**config.mk**
```make
export PLATFORM = sky130hd
export DESIGN_NAME = when_suite_dispatch_2
export DESIGN_NICKNAME = d
export VERILOG_FILES = /design/src/rtl/when_suite_pkg.sv /design/src/rtl/when_suite_queue.sv /design/src/rtl/when_suite_dispatch_2.sv
export SDC_FILE = /design/constraint.sdc
export NUM_CORES = 1
export LEC_CHECK = 0
export ABC_AREA = 0
export CORE_MARGIN = 3
export CORE_UTILIZATION = 50
export CTS_CLUSTER_DIAMETER = 80
export DETAILED_ROUTE_END_ITERATION = 10
export DONT_BUFFER_PORTS = 1
export HOLD_SLACK_MARGIN = 0.08
export PLACE_DENSITY_LB_ADDON = 0.12
export SLEW_MARGIN = 20
export SYNTH_ARGS = -nofsm -noshare
export SYNTH_HDL_FRONTEND = slang
export SYNTH_HIERARCHICAL = 1
export SYNTH_SLANG_ARGS = --single-unit
```
**constraint.sdc**
```tcl
create_clock -name clk -period 2.2 [get_ports clk]
set_input_delay 0.55 -clock clk [delete_from_list [all_inputs] [get_ports clk]]
set_output_delay 0.55 -clock clk [all_outputs]
set_load 0.005 [all_outputs]
```
**src/rtl/when_suite_pkg.sv**
```systemverilog
// Shared definitions for the When-suite dispatcher: destination codes and default sizes.
package when_suite_pkg;

  localparam int unsigned W_DEF     = 8;
  localparam int unsigned DEPTH_DEF = 2;
  localparam int unsigned CW_DEF    = 8;

  typedef enum logic [1:0] {
    DEST_DROP  = 2'b00,
    DEST_OUT0  = 2'b01,
    DEST_OUT1  = 2'b10,
    DEST_BCAST = 2'b11
  } dest_e;

endpackage

```
**src/rtl/when_suite_queue.sv**
```systemverilog
// Small circular-buffer queue with registered storage; head is visible whenever non-empty.
module when_suite_queue #(
  parameter int unsigned W     = 8,
  parameter int unsigned DEPTH = 2
) (
  input  logic         clk,
  input  logic         reset,
  input  logic         enq_valid,
  input  logic [W-1:0] enq_bits,
  input  logic         deq_ready,
  output logic         full,
  output logic         deq_valid,
  output logic [W-1:0] deq_bits
);

  localparam int unsigned PW   = $clog2(DEPTH);
  localparam int unsigned CNTW = PW + 1;

  logic [W-1:0]    mem [DEPTH];
  logic [PW-1:0]   rd_ptr;
  logic [PW-1:0]   wr_ptr;
  logic [CNTW-1:0] count;
  logic            do_enq;
  logic            do_deq;

  // Full blocks enqueue even when a dequeue happens in the same cycle.
  assign full      = (count == CNTW'(DEPTH));
  assign deq_valid = (count != '0);
  assign do_enq    = enq_valid && !full;
  assign do_deq    = deq_valid && deq_ready;
  assign deq_bits  = mem[rd_ptr];

  // Storage, pointers and occupancy; DEPTH is a power of two so pointers wrap naturally.
  always_ff @(posedge clk or posedge reset) begin
    if (reset) begin
      for (int unsigned i = 0; i < DEPTH; i++) begin
        mem[i] <= '0;
      end
      rd_ptr <= '0;
      wr_ptr <= '0;
      count  <= '0;
    end else begin
      if (do_enq) begin
        mem[wr_ptr] <= enq_bits;
        wr_ptr      <= wr_ptr + PW'(1);
      end
      if (do_deq) begin
        rd_ptr <= rd_ptr + PW'(1);
      end
      case ({do_enq, do_deq})
        2'b10:   count <= count + CNTW'(1);
        2'b01:   count <= count - CNTW'(1);
        default: count <= count;
      endcase
    end
  end

endmodule

```
**src/rtl/when_suite_dispatch_2.sv**
```systemverilog
// Two-way token dispatcher: routes each accepted token to out0, out1, both or nowhere.
module when_suite_dispatch_2
  import when_suite_pkg::*;
#(
  parameter int unsigned W     = W_DEF,
  parameter int unsigned DEPTH = DEPTH_DEF,
  parameter int unsigned CW    = CW_DEF
) (
  input  logic          clk,
  input  logic          reset,
  input  logic          io_in_valid,
  output logic          io_in_ready,
  input  logic [W-1:0]  io_in_bits,
  input  logic [1:0]    io_in_dest,
  output logic          io_out0_valid,
  input  logic          io_out0_ready,
  output logic [W-1:0]  io_out0_bits,
  output logic          io_out1_valid,
  input  logic          io_out1_ready,
  output logic [W-1:0]  io_out1_bits,
  output logic [CW-1:0] io_cnt0,
  output logic [CW-1:0] io_cnt1,
  output logic [CW-1:0] io_cntDrop
);

  dest_e dest;
  logic  full0;
  logic  full1;
  logic  accept;
  logic  enq0;
  logic  enq1;
  logic  drop;

  assign dest = dest_e'(io_in_dest);

  // Ready depends only on the destination and the fullness of the queues it targets.
  always_comb begin
    io_in_ready = 1'b0;
    unique case (dest)
      DEST_DROP:  io_in_ready = 1'b1;
      DEST_OUT0:  io_in_ready = !full0;
      DEST_OUT1:  io_in_ready = !full1;
      DEST_BCAST: io_in_ready = !full0 && !full1;
      default:    io_in_ready = 1'b0;
    endcase
  end

  // A broadcast is only accepted when both queues have room, so both enqueues land together.
  assign accept = io_in_valid && io_in_ready;
  assign enq0   = accept && (dest == DEST_OUT0 || dest == DEST_BCAST);
  assign enq1   = accept && (dest == DEST_OUT1 || dest == DEST_BCAST);
  assign drop   = accept && (dest == DEST_DROP);

  when_suite_queue #(.W(W), .DEPTH(DEPTH)) u_q0 (
    .clk       (clk),
    .reset     (reset),
    .enq_valid (enq0),
    .enq_bits  (io_in_bits),
    .deq_ready (io_out0_ready),
    .full      (full0),
    .deq_valid (io_out0_valid),
    .deq_bits  (io_out0_bits)
  );

  when_suite_queue #(.W(W), .DEPTH(DEPTH)) u_q1 (
    .clk       (clk),
    .reset     (reset),
    .enq_valid (enq1),
    .enq_bits  (io_in_bits),
    .deq_ready (io_out1_ready),
    .full      (full1),
    .deq_valid (io_out1_valid),
    .deq_bits  (io_out1_bits)
  );

  // Per-path statistics counters; wrap silently.
  always_ff @(posedge clk or posedge reset) begin
    if (reset) begin
      io_cnt0    <= '0;
      io_cnt1    <= '0;
      io_cntDrop <= '0;
    end else begin
      if (enq0) io_cnt0    <= io_cnt0 + CW'(1);
      if (enq1) io_cnt1    <= io_cnt1 + CW'(1);
      if (drop) io_cntDrop <= io_cntDrop + CW'(1);
    end
  end

endmodule

```
==> reports/metrics.yaml <==
worst_setup_path:
  setup.worst_path.end_class: "flip-flop"
  reg2reg_slack_ps: 220
  r2r_cells: 5
  r2r_end: "u_q0/mem[10]"
  cp-start-kind: "flip-flop"
  path_cells: "nand2b_4 > inv_1 > a211oi_4 > nor3b_4 > mux2_2"
  critPathArrivalTime_ps: 2180
  required_ps: 2410
  worstPathMaxFanout: 8
  slowest_stage: "nor3b_4"
  worst_path_largest_cell_delay_ps: 470
  reg2reg_from: "u_q1/count[0]"
  crit_type: "reg -> reg"
  crit_end: "u_q0/mem[10]"
  critPathLaunch: "u_q1/count[0]"
timing:
  worst_pin_slew_ps: 772
  period_share: 0.898
  rsz0062_at_grt: "no"
  fmax_mhz: 506
  slew_violations: 0
  final-hold-violation-count: 0
  worst_clock_skew_ps: 4.63
  setup_viol: 0
  tns_ps: 0
  min_period_ps: 1980
  relSlewSlack: 0.485
logic_synthesis:
  synth_commonest_cells: "64 x dfrtp_1, 43 x mux2_2, 24 x xnor2_1"
  ys_warn_count: 6
  synth.distinct_cells: 28
  synth_ff_type: "dfrtp_1"
  syn_avg_cell_area_sq_um: 14.2
  post_synth_inst_count: 206
  synthArstFlopShare: 1.00
  synth_seq_cells: 64
  synth_top_area_frac: 0.548
  synth_area_leaders: "dfrtp_1 55%, mux2_2 17%, xnor2_1 7.2%"
  yosysMostFrequentCell: "dfrtp_1"
  yosysSeqAreaShare: 0.548
  synth_edf_count: 0
  synth_top_area_cell: "dfrtp_1"
  netlist_area_sq_mm: 0.00292
  postSynthNetCount: 226
clocking:
  cts_hold_buf: 0
  cts.path.max_buffers: 2
  htree_levels: 3
  clock_sinks: 64
  path_clk_slew_ps: 70
  cts_root_buf: "clkbuf_8"
  post_cts_buffers: 0
  cts_resized: 0
  cts_tree: "yes"
  clock_latency_ps: 320
  cts_buffers: 9
routing:
  first_iter_violations: 56
  drcViolationCount: 0
  dr.pass1.iters: 3
  via_per_inst: 5.50
  vias: 1611
  wl_per_cell_um: 18.1
  antenna_left: 0
  wirelength_mm: 5.30
global_route:
  grt_overflow: 0
  antenna_found_initial: 0
  grt_pass1_vias: 1732
  grt_usage: 0.174
  grt_pass1_wl_mm: 8.69
  grt_max_degree: 25
die:
  start_util: 0.524
  fp-row-count: 27
  die-height_um: 82.4
  die_w_um: 82.4
  dieArea_sq_mm: 0.00679
  core_area_sq_mm: 0.00557
  ioPinCount: 58
cells_and_area:
  fin_util: 0.575
  n_antenna_cell: 0
  final_nets: 236
  syn_to_final_growth_pct: 9.81
  drive_gt1_frac: 0.362
outcome:
  status: "finished, final reports clean"
placed_design:
  portBuffers: 0
  dpl.hpwl_mm: 3.80
  gp_congestion: 0.828
hold_path:
  hp-class: "in -> async"
pwr:
  power.leakage_uw: 0.00140
  cellPowerDensity_mw_per_mm2: 1430
  ir_drop_mv: 0.696
run:
  max-cap-violations: 0
cell families after synthesis:
| family | synth area share |
|---|---|
| buffers and inverters | 0.0150 |
| XOR/XNOR | 0.0930 |
| AO/OA/AOI/OAI | 0.0163 |
| flip-flops | 0.548 |
| AND/OR/NAND/NOR | 0.0990 |
| adder cells (fa/ha/maj) | 0.0214 |
| multiplexers | 0.207 |
how the worst min path moves through the flow:
stage                        to  cells past startpoint         from
detailed placement  u_q1/mem[4]                      1  u_q1/mem[4]
finish               io_cnt1[1]                      2        reset
CTS                  io_cnt1[0]                      2        reset
global placement    u_q1/wr_ptr                      1  u_q1/wr_ptr
floorplan           u_q1/wr_ptr                      1  u_q1/wr_ptr
global route         io_cnt1[1]                      2        reset
where the power goes:
part	internal, uW	switching [uW]
combinational	849	560
clock	582	407
sequential	1690	509
total	3120	1480
cells in the final DEF (no fill, tap or decap), types with 2 or more instances in the layout:
cell type  count
a211oi_4       2
and2_1         4
and3_1         5
and4_1         2
buf_4          3
clkbuf_1       2
clkbuf_8      11
clkinv_2       2
dfrtp_1       64
ha_1           5
inv_1          4
mux2_2        43
mux2_4         8
nand2_1        7
nand4_1       13
nor2_1         2
or2_2          2
xnor2_1       24
xor2_1         7
per-layer routing:
| layer | track usage | share of wire |
|---|---|---|
| met4 | 0.0864 | 0.014 |
| met5 | 0 | 0 |
| met2 | 0.275 | 0.50 |
| met1 | 0.212 | 0.41 |
| met3 | 0.0597 | 0.077 |
sequential cells by signal, summed over array words and instances (netlist names):
name / cells
u_q1/mem: 16
u_q0/count: 2
io_cnt0: 8
io_cnt1: 8
u_q0/wr_ptr: 1
io_cntDrop: 8
u_q1/count: 2
u_q0/mem: 16
u_q1/rd_ptr: 1
u_q0/rd_ptr: 1
u_q1/wr_ptr: 1
critical path, delay by kind of cell (launching register included):
family | cells | cell delay [ps]
AOI/OAI and AO/OA | 1 | 300
buffers and inverters | 1 | 110
DFF | 1 | 410
muxes | 1 | 400
and+or+nand+nor | 2 | 640
stage by stage:
stage / setup slack (ps) / cells / hold slack (ps) / area (sq um) / power (uW)
5_1_grt: 87.5 / 293 / 189 / 3210 / 4930
2_1_floorplan: 258 / 206 / 460 / 2920 / 3310
3_5_place_dp: 220 / 277 / 488 / 3010 / 3640
4_1_cts: 210 / 293 / 142 / 3210 / 4660
6_report: 224 / 293 / 152 / 3210 / 4600
3_3_place_gp: 314 / 277 / 477 / 3010 / 3550
final cells by class:
cell class / instances / area [sq um]
clock inverter: 3 / 40.0
timing repair buffer: 3 / 22.5
fill: 483 / 2370
multi-input combinational: 133 / 1270
tap: 72 / 90.1
inverter: 5 / 18.8
sequential: 64 / 1600
clock buffer: 13 / 159
No activity file was read; power rests on OpenSTA's default activity.
